### src/rtl/updown_pkg.sv
// Shared types and helpers for the parameterised up/down counter.
// Holds the count-mode enum and the parameter legality check.
package updown_pkg;

  typedef enum logic {
    MODE_WRAP = 1'b0,
    MODE_SAT  = 1'b1
  } mode_e;

  function automatic bit params_ok(
    input int width,
    input int modulus,
    input int saturate
  );
    return (width >= 2) && (width <= 16) &&
           (modulus >= 2) &&
           (modulus <= (1 << width)) &&
           (saturate == 0 || saturate == 1);
  endfunction

endpackage

### src/rtl/updown_next.sv
// Next-state logic for the up/down counter: count, carry, borrow.
// Pure combinational; the top level owns every register.
module updown_next
  import updown_pkg::*;
#(
  parameter int WIDTH    = 3,
  parameter int MODULUS  = 8,
  parameter int SATURATE = 0
) (
  input  logic [WIDTH-1:0] count,
  input  logic             en,
  input  logic             up,
  input  logic             down,
  input  logic             load,
  input  logic [WIDTH-1:0] load_val,
  output logic [WIDTH-1:0] count_next,
  output logic             carry_next,
  output logic             borrow_next
);

  localparam mode_e MODE = (SATURATE != 0) ? MODE_SAT : MODE_WRAP;
  // One extra bit so MODULUS == 2**WIDTH is representable.
  localparam logic [WIDTH:0]   MOD = (WIDTH+1)'(MODULUS);
  localparam logic [WIDTH-1:0] MAX = WIDTH'(MODULUS - 1);

  logic do_load;
  logic do_up;
  logic do_down;

  assign do_load = load;
  assign do_up   = !load && en && up && !down;
  assign do_down = !load && en && down && !up;

  always_comb begin
    count_next  = count;
    carry_next  = 1'b0;
    borrow_next = 1'b0;
    unique case (1'b1)
      do_load: begin
        if ({1'b0, load_val} < MOD)
          count_next = load_val;
        else
          count_next = MAX;
      end
      do_up: begin
        if (count == MAX) begin
          carry_next = 1'b1;
          if (MODE == MODE_WRAP)
            count_next = '0;
        end else begin
          count_next = count + 1'b1;
        end
      end
      do_down: begin
        if (count == '0) begin
          borrow_next = 1'b1;
          if (MODE == MODE_WRAP)
            count_next = MAX;
        end else begin
          count_next = count - 1'b1;
        end
      end
      default: ;
    endcase
  end

endmodule

### src/rtl/updown_counter_param.sv
// Parameterised up/down counter with load, wrap/saturate modes
// and registered carry/borrow pulses.
module updown_counter_param
  import updown_pkg::*;
#(
  parameter int WIDTH    = 3,
  parameter int MODULUS  = 8,
  parameter int SATURATE = 0
) (
  input  logic             clk,
  input  logic             reset_n,
  input  logic             en,
  input  logic             up,
  input  logic             down,
  input  logic             load,
  input  logic [WIDTH-1:0] load_val,
  output logic [WIDTH-1:0] count,
  output logic             carry,
  output logic             borrow,
  output logic             at_max,
  output logic             at_zero
);

  if (!params_ok(WIDTH, MODULUS, SATURATE)) begin : g_bad_params
    $error("updown_counter_param: illegal WIDTH/MODULUS/SATURATE");
  end

  localparam logic [WIDTH-1:0] MAX = WIDTH'(MODULUS - 1);

  logic [WIDTH-1:0] count_next;
  logic             carry_next;
  logic             borrow_next;

  updown_next #(
    .WIDTH    (WIDTH),
    .MODULUS  (MODULUS),
    .SATURATE (SATURATE)
  ) u_next (
    .count       (count),
    .en          (en),
    .up          (up),
    .down        (down),
    .load        (load),
    .load_val    (load_val),
    .count_next  (count_next),
    .carry_next  (carry_next),
    .borrow_next (borrow_next)
  );

  always_ff @(posedge clk or negedge reset_n) begin
    if (!reset_n) begin
      count  <= '0;
      carry  <= 1'b0;
      borrow <= 1'b0;
    end else begin
      count  <= count_next;
      carry  <= carry_next;
      borrow <= borrow_next;
    end
  end

  assign at_max  = (count == MAX);
  assign at_zero = (count == '0);

endmodule

### config.mk
export PLATFORM = sky130hd
export DESIGN_NAME = updown_counter_param
export DESIGN_NICKNAME = d
export VERILOG_FILES = /design/src/rtl/updown_pkg.sv /design/src/rtl/updown_next.sv /design/src/rtl/updown_counter_param.sv
export SDC_FILE = /design/constraint.sdc
export NUM_CORES = 1
export LEC_CHECK = 0
export CORE_AREA = 2 2 39 41
export DETAILED_ROUTE_END_ITERATION = 10
export DIE_AREA = 0 0 41 43
export DONT_BUFFER_PORTS = 1
export MAX_ROUTING_LAYER = met4
export SETUP_SLACK_MARGIN = 0.02
export SYNTH_ARGS = -nofsm -noshare
export SYNTH_HDL_FRONTEND = slang
export SYNTH_SLANG_ARGS = --single-unit
### constraint.sdc
create_clock -name clk -period 1.2 [get_ports clk]
set_input_delay 0.18 -clock clk [delete_from_list [all_inputs] [get_ports clk]]
set_output_delay 0.18 -clock clk [all_outputs]
set_load 0.01 [all_outputs]
==> impl_summary.log <==
INFO  metric finalSetupViolations = 7
INFO  metric timing.critical_path.from = count[1]$_DFFE_PN0P_
INFO  metric final_layout_size_suffix_gt1_share = 63.5%
INFO  metric synthesized_area_fraction_occupied_by_xor_and_xnor_cells = 0%
INFO  metric end_kind = output pin
INFO  metric grt_first_pass_wirelength = 1700 µm
INFO  metric cp_data_required_time = 1020 ps
INFO  metric critPathCapture = at_max
INFO  metric synth.yosys.seq_area_share = 32.9%
INFO  metric maximum_number_of_pins_on_one_net_before_global_route_repair = 10
INFO  metric max_clock_freq = 0.708 GHz
INFO  metric status = complete, but fails checks
INFO  metric final.setup.tns = -823 ps
INFO  metric dr.first_iter.drc_count = 3
INFO  metric critical_path_fanouts_max = 3
INFO  metric r2r_start = count[1]$_DFFE_PN0P_
INFO  metric post_synth_mux_area_share = 0%
INFO  metric detail-route-antenna-nets = 0
INFO  metric synth.net_count = 55
INFO  metric power.share.combinational = 42.5%
INFO  metric final-hold-violation-count = 0
INFO  metric transition_at_the_pin_with_the_smallest_max_transition_slack = 237 ps
INFO  metric netSwitchingFraction = 31.1%
INFO  metric clock_tree_from_tritoncts = yes
INFO  metric cts-buffers-inserted = 3
INFO  metric floorplan.initialDensity = 27.5%
INFO  metric post_route_standard_cell_area_excluding_fillers = 669 µm²
INFO  metric final_cell_mix = sky130_fd_sc_hd__buf_4, sky130_fd_sc_hd__buf_6, sky130_fd_sc_hd__dfrtp_1
INFO  metric cts_h_tree_lvls = 1
INFO  metric power.clock.fraction = 27.6%
INFO  metric syn-cell-area = 380 µm²
INFO  metric synth-compound-area-share = 25.0%
INFO  metric syn_to_final_growth = 76.0%
INFO  metric filler_cell_count = 125
INFO  metric clock-sinks = 5
INFO  metric final_nets = 77
INFO  metric failing_checks = negative setup slack
INFO  metric critical_path_class = flip-flop to output pin
INFO  metric rr_worst_depth = 6
INFO  metric clock-root-buffer = sky130_fd_sc_hd__clkbuf_4
INFO  metric reg2reg_slack = -150 ps
INFO  metric clk_pin_slew_worst_paths = 40 ps
INFO  metric grt_pass1_vias = 388
INFO  metric clock_insertion_delay_worst_skew = 240 ps
INFO  metric p_total = 0.704 mW
INFO  metric syn-mean-instance-area = 9.06 µm²
INFO  metric number_of_top_level_pins = 16
INFO  metric fp.dieW = 41 µm
INFO  metric dp.cells = 65
INFO  metric p_seq_share = 29.9%
INFO  metric crit-reg2reg-capture = count[1]$_DFFE_PN0P_
INFO  metric clock_tree.buffer_depth = 2
INFO  metric synth_simple_gate_area_share = 23.0%
INFO  metric drc = 0
INFO  metric number_of_standard_cells_in_the_final_layout_excluding_fillers = 79
INFO  metric internal-power = 0.486 mW
INFO  metric portBuffers = 0
INFO  metric area.sequential = 126 µm²
INFO  metric switching_power = 0.219 mW
INFO  metric die_area = 0.00176 mm²
INFO  metric synth.yosys.warnings = 0
INFO  metric timing.critical_path.arrival = 1230 ps
INFO  metric hpwlAfterDp = 683 µm
INFO  metric p_leak = 0.296 nW
INFO  metric route.vias.total = 398
INFO  metric synthAdderAreaFrac = 13.2%
INFO  metric final_common_cell = sky130_fd_sc_hd__buf_4
INFO  metric grt_antenna_before_repair = 0
INFO  metric global_route.usage.total = 15.0%
INFO  metric rows = 14
INFO  metric max_cap_viol_count = 0
INFO  metric route.final.wire_length = 1100 µm
INFO  metric synth_top_family_by_area = compound AO/OA/AOI/OAI gates
INFO  metric globalRouteOverflowTotal = 0
INFO  metric ys_seq_elements = 5
INFO  metric avgRoutedWirePerCell = 13.9 µm
INFO  metric placer_congestion_estimate = 0.755
INFO  metric final-max-slew-violation-count = 0
INFO  metric finalCoreUtilization = 48.4%
INFO  metric first_pass_iters = 4
INFO  metric finalClockSkew = 3.49 ps
INFO  metric setup_slack = -212 ps
INFO  metric grt_setup_unrepaired = yes
INFO  metric crit_path_start_kind = flip-flop
INFO  metric post_dp_cell_area = 484 µm²
INFO  metric min_period = 1410 ps
INFO  metric multi_input_area = 313 µm²
INFO  metric p_per_area = 1050 mW/mm²
INFO  metric ir_worst_vdd = 0.562 mV
INFO  metric avgViaCountPerCell = 5.04
INFO  metric relSlewSlack = 84.2%
INFO  metric chipHeight = 43 µm
INFO  metric holdCritPathClass = input port to flip-flop
INFO  metric core_area = 0.00138 mm²
INFO  metric n_antenna_cell = 0
INFO  metric yosys.cell_types.count = 20
INFO  metric synth_cells = 42
INFO  metric period_share = 118%
[layout make-up]
type                       count  share of cell area, %
tap                           16                   2.99
multi-input combinational     31                   46.7
sequential                     5                   18.9
inverter                       5                   3.18
clock buffer                   4                   3.93
timing repair buffer          18                   24.3
[per-stage QoR]
stage	setup slack, ps	hold slack [ps]
4_1_cts	-225	54.3
6_report	-212	62.9
2_1_floorplan	-62.2	-116
5_1_grt	-246	63.2
3_3_place_gp	-71.4	-115
3_5_place_dp	-80.9	-115
[cells by family (layout without fill, tap and decap cells)]
| kind of cell | count (synthesis) | in the layout |
|---|---|---|
| AND/OR/NAND/NOR | 12 | 12 |
| flip-flops | 5 | 5 |
| AO/OA/AOI/OAI | 15 | 15 |
| buffers and inverters | 6 | 27 |
| adder cells (fa/ha/maj) | 4 | 4 |
[power groups by stage]
stage | logic [mW] | registers [mW] | clock network, mW
floorplan | 0.125 | 0.211 | 0
global placement | 0.189 | 0.208 | 0
detailed placement | 0.193 | 0.208 | 0
CTS | 0.261 | 0.207 | 0.205
global route | 0.325 | 0.211 | 0.211
finish | 0.299 | 0.211 | 0.195
[synth_stat cells (all sizes together)]
cell type  n  area, µm²
o21ai      6       37.5
a21oi      5       25.0
dfrtp      5        125
inv        5       18.8
ha         4       50.1
nand2b     3       41.3
nand2      2       7.51
nor2       2       7.51
nor4       2       12.5
a21o       1       7.51
a2bb2oi    1       8.76
a31o       1       8.76
clkbuf     1       3.75
nor2b      1       6.26
nor3       1       5.00
nor3b      1       7.51
o21a       1       7.51
[what timing repair did]
item,in CTS,in global routing
buffers inserted,6,2
pin swaps,5,9
hold buffers,2,0
gates resized for setup,14,7
setup endpoints to repair,5,6
endpoints found under the hold margin,7,0
[routing by layer]
layer | vias to the layer above | part of all wire, % | wire length [µm] | track usage [%]
met5 | - | 0 | 0 | -
met4 | 0 | 1.1 | 12 | 6.00
met3 | 2 | 6.3 | 69 | 6.28
met2 | 17 | 51 | 556 | 22.2
met1 | 190 | 42 | 456 | 17.3
li1 | 189 | - | - | -
[registers in the layout, indices dropped and copies added, names as in the netlist]
name,count
borrow,1
carry,1
count,3
[critical path, stage by stage, from the launching register on]
cell and delay, ps:
sky130_fd_sc_hd__dfrtp_1 410, sky130_fd_sc_hd__ha_2 210, sky130_fd_sc_hd__ha_4 160, sky130_fd_sc_hd__buf_6 110
sky130_fd_sc_hd__buf_6 110
[how the worst min path moves through the flow]
| stage | endpoint | slack [ps] | cells after the start | from |
|---|---|---|---|---|
| final | count[0]$_DFFE_PN0P_ | 60 | 2 | load |
| after global routing | count[0]$_DFFE_PN0P_ | 60 | 2 | load |
| after CTS | count[0]$_DFFE_PN0P_ | 50 | 2 | load |
| after detailed placement | borrow$_DFF_PN0_ | -120 | 0 | reset_n |
| after global placement | count[2]$_DFFE_PN0P_ | -120 | 0 | reset_n |
| after floorplan | borrow$_DFF_PN0_ | -120 | 0 | reset_n |
Note: power is estimated with default switching activity, not from simulation.
